`src/rtl/gal_pkg.sv`:
```
// Shared definitions for the soft-GAL sum-of-products evaluator.
// Holds the sequencer state encoding and the meaning of the two fuse bits
// that every literal owns inside a product-term row.
package gal_pkg;

  // Sequencer states: waiting for a vector, walking terms, presenting Y.
  typedef enum logic [1:0] {
    IDLE = 2'd0,
    EVAL = 2'd1,
    HOLD = 2'd2
  } state_t;

  // Offsets of a literal's two fuse bits within its 2-bit slot.
  // A set kill-on-1 bit removes the term when the input bit is 1.
  // A set kill-on-0 bit removes the term when the input bit is 0.
  localparam int KILL_ON_1 = 0;
  localparam int KILL_ON_0 = 1;

  // Total fuse bits for a table of `depth` terms over `width` inputs.
  function automatic int fuse_bits(input int width, input int depth);
    return 2 * width * depth;
  endfunction

endpackage

```
`src/rtl/gal_term_match.sv`:
```
// Evaluates one product term: the term matches unless some literal's
// fuse pattern kills it for the current input vector. An all-clear row
// therefore always matches, and a literal with both fuses set makes the
// term impossible.
module gal_term_match
  import gal_pkg::*;
#(
  parameter int WIDTH = 8
) (
  input  logic [2*WIDTH-1:0] row,
  input  logic [WIDTH-1:0]   a,
  output logic               match
);

  // Start from "matches" and let any killing literal clear it.
  always_comb begin
    // NOTE: default assigned first so every path drives match; no latch.
    match = 1'b1;
    for (int j = 0; j < WIDTH; j++) begin
      if (row[2*j + KILL_ON_1] && a[j]) begin
        match = 1'b0;
      end
      if (row[2*j + KILL_ON_0] && !a[j]) begin
        match = 1'b0;
      end
    end
  end

endmodule

```
`src/rtl/gal_sop_seq.sv`:
```
// Time-multiplexed sum-of-products evaluator.
// A serially loaded fuse table describes DEPTH product terms over WIDTH
// inputs. After a vector is captured, one term is evaluated per clock
// through a single shared matcher, and the OR of all terms is presented
// as a registered result behind a valid/ready handshake.
module gal_sop_seq
  import gal_pkg::*;
#(
  parameter int WIDTH = 8,
  parameter int DEPTH = 8
) (
  input  logic             C,
  input  logic             R,
  input  logic             CFG_EN,
  input  logic             CFG_D,
  output logic             CFG_OK,
  input  logic             S_VALID,
  output logic             S_READY,
  input  logic [WIDTH-1:0] A,
  output logic             M_VALID,
  input  logic             M_READY,
  output logic             Y
);

  localparam int NB    = fuse_bits(WIDTH, DEPTH);
  localparam int ROW   = 2 * WIDTH;
  localparam int CNT_W = $clog2(NB + 1);
  localparam int FB_W  = $clog2(NB);
  localparam int IDX_W = (DEPTH > 1) ? $clog2(DEPTH) : 1;

  // Fuse table, index 0 is the first bit shifted in.
  logic [NB-1:0]    fuse;
  logic [CNT_W-1:0] load_cnt;
  logic             cfg_ok;
  logic [FB_W-1:0]  wr_addr;
  logic             cfg_take;

  // Sequencer state.
  state_t           state;
  logic [WIDTH-1:0] a_cap;
  logic [IDX_W-1:0] idx;
  logic             acc;
  logic             y_q;
  logic             m_valid_q;

  // Shared term matcher.
  logic [ROW-1:0]   row;
  logic             match;
  logic             last_term;

  // Fuse bits are only accepted while idle, so the table never changes
  // underneath an evaluation in progress.
  assign cfg_take = CFG_EN && (state == IDLE);

  // A complete table restarts at index 0; otherwise append at the count.
  assign wr_addr = cfg_ok ? '0 : load_cnt[FB_W-1:0];

  // Shift strobe stalls capture so a vector never races a reload.
  assign S_READY = (state == IDLE) && cfg_ok && !CFG_EN;
  assign CFG_OK  = cfg_ok;
  assign M_VALID = m_valid_q;
  assign Y       = y_q;

  // Row selection for the term currently being evaluated.
  always_comb begin
    row = fuse[ROW*int'(idx) +: ROW];
  end

  assign last_term = (idx == IDX_W'(DEPTH - 1));

  gal_term_match #(
    .WIDTH (WIDTH)
  ) u_match (
    .row   (row),
    .a     (a_cap),
    .match (match)
  );

  // Fuse storage: written one bit per accepted strobe.
  // NOTE: no reset here; the table is always fully reloaded before use,
  // so a reset would only cost a reset net on every storage flop.
  always_ff @(posedge C) begin
    if (cfg_take) begin
      fuse[wr_addr] <= CFG_D;
    end
  end

  // Load counter and completion flag; a strobe after completion begins a
  // fresh load whose first bit counts as index 0.
  always_ff @(posedge C) begin
    // NOTE: all sequential state uses non-blocking assignment so every
    // register samples the pre-edge value of every other register.
    if (R) begin
      load_cnt <= '0;
      cfg_ok   <= 1'b0;
    end else if (cfg_take) begin
      if (cfg_ok) begin
        load_cnt <= CNT_W'(1);
        cfg_ok   <= (NB == 1);
      end else begin
        load_cnt <= load_cnt + 1'b1;
        cfg_ok   <= (load_cnt == CNT_W'(NB - 1));
      end
    end
  end

  // Sequencer: capture, walk every term without early exit, then hold
  // the registered result until the consumer takes it.
  always_ff @(posedge C) begin
    if (R) begin
      state     <= IDLE;
      a_cap     <= '0;
      idx       <= '0;
      acc       <= 1'b0;
      y_q       <= 1'b0;
      m_valid_q <= 1'b0;
    end else begin
      case (state)
        IDLE: begin
          if (S_VALID && S_READY) begin
            a_cap <= A;
            acc   <= 1'b0;
            idx   <= '0;
            state <= EVAL;
          end
        end
        EVAL: begin
          acc <= acc | match;
          if (last_term) begin
            y_q       <= acc | match;
            m_valid_q <= 1'b1;
            state     <= HOLD;
          end else begin
            idx <= idx + 1'b1;
          end
        end
        HOLD: begin
          if (M_READY) begin
            m_valid_q <= 1'b0;
            state     <= IDLE;
          end
        end
        default: begin
          m_valid_q <= 1'b0;
          state     <= IDLE;
        end
      endcase
    end
  end

endmodule

```
`config.mk`:
```
export PLATFORM = sky130hd
export DESIGN_NAME = gal_sop_seq
export DESIGN_NICKNAME = d
export VERILOG_FILES = /design/src/rtl/gal_pkg.sv /design/src/rtl/gal_term_match.sv /design/src/rtl/gal_sop_seq.sv
export SDC_FILE = /design/constraint.sdc
export NUM_CORES = 1
export LEC_CHECK = 0
export ABC_AREA = 1
export CORE_AREA = 2 2 118 120
export CTS_CLUSTER_SIZE = 10
export DETAILED_ROUTE_END_ITERATION = 16
export DIE_AREA = 0 0 120 122
export PLACE_DENSITY_LB_ADDON = 0.15
export SKIP_LAST_GASP = 1
export SLEW_MARGIN = 40
export SYNTH_ARGS = -nofsm -noshare
export SYNTH_HDL_FRONTEND = slang
export SYNTH_SLANG_ARGS = --single-unit
export TNS_END_PERCENT = 30
```
`constraint.sdc`:
```
create_clock -name C -period 2 [get_ports C]
set_input_delay 0.2 -clock C [delete_from_list [all_inputs] [get_ports C]]
set_output_delay 0.2 -clock C [all_outputs]
set_load 0.005 [all_outputs]
```
==> results.txt, run 1 <==
- After detailed routing, the number of remaining DRC violations is 0.
- First-pass GRT wire length: between 20 and 30 mm
* Layout Cell Area excl Fill: about 8400 um^2
- Critical-path maximum fanout: 6
- Reg-to-Reg Start: idx[0]
* Area of placed instances: a little under 8000 um^2
- In this run the horizontal extent of the chip is approximately 120 um.
* Data arrival, critical path: approximately 1700 ps
- Number of global-route vias before repair: between 5000 and 6000
- Max-slew headroom at the worst pin: a little under two thirds
* Total of hold buffers inserted after clock tree synthesis: 0
- Number of register bits inferred by synthesis: approximately 150
- The run finished with clean final reports.
* Setup slack of the critical path after layout: 110.7 ps
- Number of placement rows: 43
* Vias: ~5500
* Overall die height: 122 um
- Starting density of the core: a little over half
* First-iteration detailed-routing DRC count: approximately 390
- Sw frac: about a fifth
- Max Fclk: roughly 530 MHz
* Crit. Startpoint: CFG_OK
- TritonCTS built the clock tree.
- The final-report max-slew violation count was 0.
- Routed length on met2: roughly 8.3 mm
- Portion of the clock cycle consumed by the worst path in the final layout: a little over nine tenths
- Global routing used about a quarter of the available tracks across all layers.
* Ant diodes: 0
- Area growth, synth to finish: 16.87%
- Worst setup slack before clock tree synthesis: 51.62 ps
- Setup repair after global routing could not meet its margin everywhere.
- Area of the placeable core: around 14000 um^2
* MaxCap Viol Count: 0
* Kind of end point of the critical path: primary output
- Clock share of power: between 40% and 50%
* Util after Layout: 62.32%
- Final-layout fill cell count: 1115
- Min-delay worst type: in2reg
- Across the VDD grid, the largest voltage drop is roughly 660 uV.
- Synthesis handed over a netlist of approximately 800 instances.
- Setup_tns: 0 ps
* Clock Sink Count: around 150
* Internal Dissipation: around 5.8 mW
- Die area: about 15000 um^2
- Clk_lat worst skew: 420 ps
- Wires add up to 17.65 mm.
* Slew of the pin with the lowest slew margin: between 500 and 600 ps
- Dividing the detail-routed wire length by the instance count gives 16.95 um.
- Critical path class: reg2out
- The share of the Yosys chip area taken by registers is 60.33%.
- Setup violations remaining at the end of the flow were counted as 0.
- Pin count of the biggest net entering global routing: 54
* # placed instances: approximately 1000
- In this run the power spent charging and discharging nets is around 1.4 mW.
- Summed over all cells, the static leakage comes to 3.217 nW.
- Final estimated routing congestion in global placement: 0.9020
* Clock transition at the registers of the reported paths: 60 ps
* Uppermost metal layer occupied by signal nets: met4
* Detailed-routing wirelength on met1: 7.672 mm
- Number of library cell types mapped by synthesis: 31
* Sequential cell fraction of total power: a little under half
- The count of nets left with antenna violations once routing finished came out at 0.
- Worst endpoint required time: 1800 ps
- I/O pin count: 18
* Detailed-routed wire length on met3: 1.286 mm
* Type of element launching the critical path: flip-flop
* Synth Net Count: between 800 and 900
- CTS built an H-tree with a depth of 4.
- Counting I/O delays and the setup requirement, the final critical path takes 1889 ps.
* Most frequent cells in the layout: sky130_fd_sc_hd__nor2_1 (192), sky130_fd_sc_hd__nand2_1 (173), sky130_fd_sc_hd__edfxtp_1 (128), sky130_fd_sc_hd__inv_1 (97), sky130_fd_sc_hd__nand3_1 (78)
- Combinational logic is responsible for about 2.6% of the overall power.
* Yosys warning total: 0
- Netlist area before placement: 7201 um^2
* P per Cell Area: ~860 nW/um^2
* Mean instance size in the synthesized netlist: ~8.8 um^2
- Fraction of layout cells with a size suffix above 1: around 8.8%
- Setup clock skew after layout: approximately 7.1 ps
* Final hold violation count: 0
- The pre-antenna-repair detailed-routing pass consisted of 5 iterations.
- Non-Filler Instances: roughly 1000
- At the end of the flow, the number of nets in the layout was between 800 and 900.
* Most common library cell in the layout ignoring fill and taps: sky130_fd_sc_hd__nor2_1
- Total CTS buffers: 17
- GR Overflow Total: 0
- IO buf count: 17
- The clock passes through at most 2 buffers.
- The number of antenna violations at the first check in global routing came to 0.
- Final HPWL DP: around 11 mm
* Hold Crit Start: CFG_D
- Using the TritonRoute via totals, the vias-per-cell ratio works out to 5.305.
- Buffer cell driving the clock tree root: sky130_fd_sc_hd__clkbuf_16
critical path: stages, from the launching register on:
cell,delay (ps)
sky130_fd_sc_hd__dfxtp_2,390
sky130_fd_sc_hd__inv_2,90
sky130_fd_sc_hd__nor4_4,240
sky130_fd_sc_hd__clkdlybuf4s50_1,550
sequential cells by signal (all words and copies together), names as in the netlist:
register  count
CFG_OK        1
M_VALID       1
Y             1
a_cap         8
acc           1
fuse        128
idx           3
load_cnt      8
state         2
cells in the mapped netlist, drive strengths merged:
library cell	count	area [um^2]
o21ai	33	165.2
o21bai	1	7.510
nor2	194	730.7
nand3	79	400.4
nor4	2	42.54
a21oi	19	95.09
nor3	8	51.30
clkinv	1	3.750
nand3b	1	7.510
dfxtp	25	500.5
or2	4	25.03
inv	100	375.4
o211ai	2	15.01
a211oi	3	22.52
ha	3	37.54
buf	31	191.4
nand2	174	655.6
edfxtp	128	3844
o21a	2	15.01
clkbuf	4	15.01
final cells by class:
type	instances	area [um^2]	share of cell area [%]
repair buffers	50	528.0	6.274
well taps	180	225.2	2.676
clock inverters	13	225.2	2.676
flip-flops and latches	153	4349	51.68
multi-input cells	525	2273	27.01
clock buffers	19	432.9	5.144
inverters	101	381.6	4.535
logic make-up (layout without fill, tap and decap cells):
family | Yosys count | after routing | synth area share, %
buffers and inverters | 136 | 183 | 8.132
flip-flops | 153 | 153 | 60.33
adder cells (fa/ha/maj) | 3 | 3 | 0.5213
AND/OR/NAND/NOR | 462 | 462 | 26.57
AO/OA/AOI/OAI | 60 | 60 | 4.448
metal layers:
layer | up-vias | global-route usage [%]
li1 | 2686 | -
met1 | 2598 | 35.04
met2 | 208 | 41.73
met3 | 30 | 5.197
met4 | 0 | 10.07
met5 | - | 0
path summary, 6_finish.rpt:
check	endpoint	slack (ps)	cells past startpoint
max	S_READY	110	3
min	fuse[63]	270	1
max reg2reg	Y	130	14
min reg2reg	acc	470	2
power by group through the flow:
stage          sequential, mW  combinational [mW]  clock [mW]
2_1_floorplan            3.53              0.0727           0
5_1_grt                  3.46               0.202        3.73
3_5_place_dp             3.53               0.184           0
6_report                 3.46               0.186        3.58
4_1_cts                  3.46               0.185        3.59
3_3_place_gp             3.53               0.181           0
timing repair:
action / CTS / global route
buffers inserted: 0 / 0
resized for setup: 1 / 4
setup endpoints to repair: 1 / 26
metrics by stage:
step,hold slack (ps),power (mW)
after CTS,263.7,7.235
after global placement,461.5,3.710
after global routing,282.1,7.389
after floorplan,298.9,3.602
after detailed placement,463.2,3.714
final,272.1,7.222
Power figures use the tool's default switching activity.
==> run 2: changes to the inputs <==
- CAP_MARGIN: unset -> 20
- CORE_AREA: 2 2 118 120 -> 2 2 90 157
- DIE_AREA: 0 0 120 122 -> 0 0 92 159
- PLACE_DENSITY_LB_ADDON: 0.15 -> 0.12
==> results.txt, run 2 (synthesized netlist as in run 1, its figures left out) <==
- In this run, post-CTS hold repair placed 0 buffers.
* Cell breakdown of the critical path: inv_2, nor4_4, clkdlybuf4s50_1
- Number of global-route vias before repair: 5520
* Number of setup violations in the final report: 0
* Final hold violation count: 0
- The worst path in the final design needs a cycle of between 1500 and 2000 ps, including I/O delays and setup.
- The register with the most flip-flops in the layout has roughly 130 of them.
- At the worst endpoint, the arrival time is around 1700 ps.
- The register with the most flip-flops in the final layout is fuse.
- In the final layout, the share of cells above drive strength 1 is roughly 8.7%.
- Portion of the clock cycle consumed by the worst path in the final layout: between 90% and 100%
- The detailed router finished its first iteration with roughly 540 violations.
* # placed instances: around 1000
* MaxCap Viol Count: 0
- In this run the count of I/O pins placed on the die edge is 18.
- The first global-routing pass estimated roughly 28 mm of wire.
* Leakage dissipation: around 3.1 nW
- GR Overflow Total: 0
- Sw frac: 20.76%
* Sequential cell fraction of total power: 51.4%
- Level count of the clock H-tree: 4
- Clock-pin slew was measured on the worst setup and hold paths at ~60 ps.
- The run finished with clean final reports.
- Share of total power in combinational logic: 2.5%
* Total CTS buffers: 17
- Among all stages on the critical path, the largest delay is contributed by sky130_fd_sc_hd__clkdlybuf4s50_1.
- The critical path contains buffers and inverters numbering 2 combined.
- The clock network is responsible for 46.1% of the overall power.
* Critical path class: reg2out
- Across every metal layer, demand over resource in global routing totals 25.36%.
- NumNets Final: 865
- Buffers added to address setup during post-CTS repair amount to 0.
- The top cell types in the final layout, fill and taps aside, are sky130_fd_sc_hd__nor2_1 (193), sky130_fd_sc_hd__nand2_1 (173), sky130_fd_sc_hd__edfxtp_1 (128), sky130_fd_sc_hd__inv_1 (97), sky130_fd_sc_hd__nand3_1 (78).
* TritonRoute pass-1 iters: 5
- Dividing total power by cell area gives a power density of a little over 800 nW/um^2.
- Average detailed-routed wire length per instance: between 15 and 20 um
- Final ANT Viol Nets: 0
- Summed over all layers, the routed wires come to between 15 and 20 mm.
* Number of buffers on the longest clock path: 2
* Biggest registers after layout: fuse (128), a_cap (8), load_cnt (8)
- Worst endpoint required time: about 1800 ps
* Ant diodes: 0
- Antenna violations before repair: 0
* Setup clock skew after layout: ~7.4 ps
* Starting density of the core: roughly 54%
* Critical-path maximum fanout: 8
- Pwr Total: around 6.7 mW
- CTS tree: built
* Kind of cell with the highest combined delay on the critical path: buffers and inverters
- Number of placement rows: 56
* Slew of the pin with the lowest slew margin: ~500 ps
* Largest voltage drop on the vdd net: ~590 uV
* Width of the die: 92 um
- Area growth, synth to finish: 14.86%
* Kind of end point of the critical path: primary output
* Buffer cell driving the clock tree root: sky130_fd_sc_hd__clkbuf_16
- The worst hold path belongs to the class in2reg.
* Final HPWL DP: ~12 mm
* Max Fclk: between 500 and 600 MHz
- After detailed routing, the number of remaining DRC violations is 0.
- Routability-driven placement finished with a final weighted congestion of a little over 0.9.
* Max-slew headroom at the worst pin: approximately 66%
- Die area: 14630 um^2
- Pin count of the biggest net entering global routing: between 60 and 70
- Cells resized by post-CTS repair: 1
- The core region is roughly 13000 um^2.
- Vias: 5541
* Setup repair after global routing missed its margin: yes
- The layout has approximately 1200 filler cells.
* Type of element launching the critical path: flip-flop
* Number of pins exceeding their max-slew limit in the final report: 0
- Clk_lat worst skew: 410 ps
* Most common library cell in the layout ignoring fill and taps: sky130_fd_sc_hd__nor2_1
- Clock Sink Count: roughly 150
- Via-to-Cell Ratio: approximately 5.4
- Setup_tns: 0 ps
- The finished layout holds 1035 standard cells, fillers aside.
* IO buf count: 17
- Largest stage delay, worst path: 550 ps
- Overall die height: between 150 and 200 um
- Across all hold checks on the routed design, the worst slack comes to 247.6 ps.
- For this design the total switching power over the nets is roughly 1.4 mW.
- Internal power comes to roughly 5.3 mW.
run 2: cell types whose count changed in the layout (fill, tap and decap cells not counted), sizes merged:
cell / delta
clkinvlp: +4
bufinv: -4
inv: +3
clkbuf: -2
clkinv: -1
run 2: final cells by class:
class                      count  area (um^2)  share of cell area, %
tap                          174        217.7                  2.632
sequential                   153         4349                  52.59
clock inverter                15        150.1                  1.815
clock buffer                  17        425.4                  5.144
multi-input combinational    525         2271                  27.46
inverter                     101        379.1                  4.584
timing repair buffer          50        478.0                  5.779
run 2: final timing paths:
kind / cells after the start / slack, ps / to / startpoint
worst max register to register: 11 / 130 / Y / idx[0]
worst min-delay path: 1 / 250 / fuse[15] / CFG_D
worst min register to register: 2 / 480 / acc / acc
worst max-delay path: 3 / 90 / S_READY / CFG_OK
run 2: per-layer routing:
layer / wire [um] / up-vias / GRT usage (%)
li1: - / 2688 / -
met1: 6787 / 2645 / 29.95
met2: 9267 / 169 / 43.95
met3: 906 / 39 / 4.827
met4: 703 / 0 / 12.35
met5: 0 / - / 0
run 2: power groups by stage:
stage               registers [mW]  logic [mW]  clock network [mW]
global placement              3.53       0.165                   0
finish                        3.46       0.171                3.10
floorplan                     3.53      0.0727                   0
detailed placement            3.53       0.168                   0
CTS                           3.46       0.170                3.14
global route                  3.46       0.187                3.26
run 2: worst register-to-register path: stages, from the launching register on:
cell	delay [ps]
sky130_fd_sc_hd__dfxtp_2	490
sky130_fd_sc_hd__inv_2	90
sky130_fd_sc_hd__buf_4	230
sky130_fd_sc_hd__o21ai_1	300
sky130_fd_sc_hd__nand3_1	120
sky130_fd_sc_hd__nand3_1	100
sky130_fd_sc_hd__nand2_1	60
sky130_fd_sc_hd__nor2_1	80
sky130_fd_sc_hd__nand3_1	160
sky130_fd_sc_hd__nand3_1	110
sky130_fd_sc_hd__nand2_1	50
sky130_fd_sc_hd__inv_1	40
run 2: stage by stage:
step	worst slack, ps	utilization (%)	instance area, um^2
2_1_floorplan	426.2	-	7201
4_1_cts	16.57	62.11	8268
6_report	85.87	62.12	8270
5_1_grt	-6.392	62.12	8270
3_5_place_dp	56.25	57.77	7691
3_3_place_gp	77.06	57.77	7691
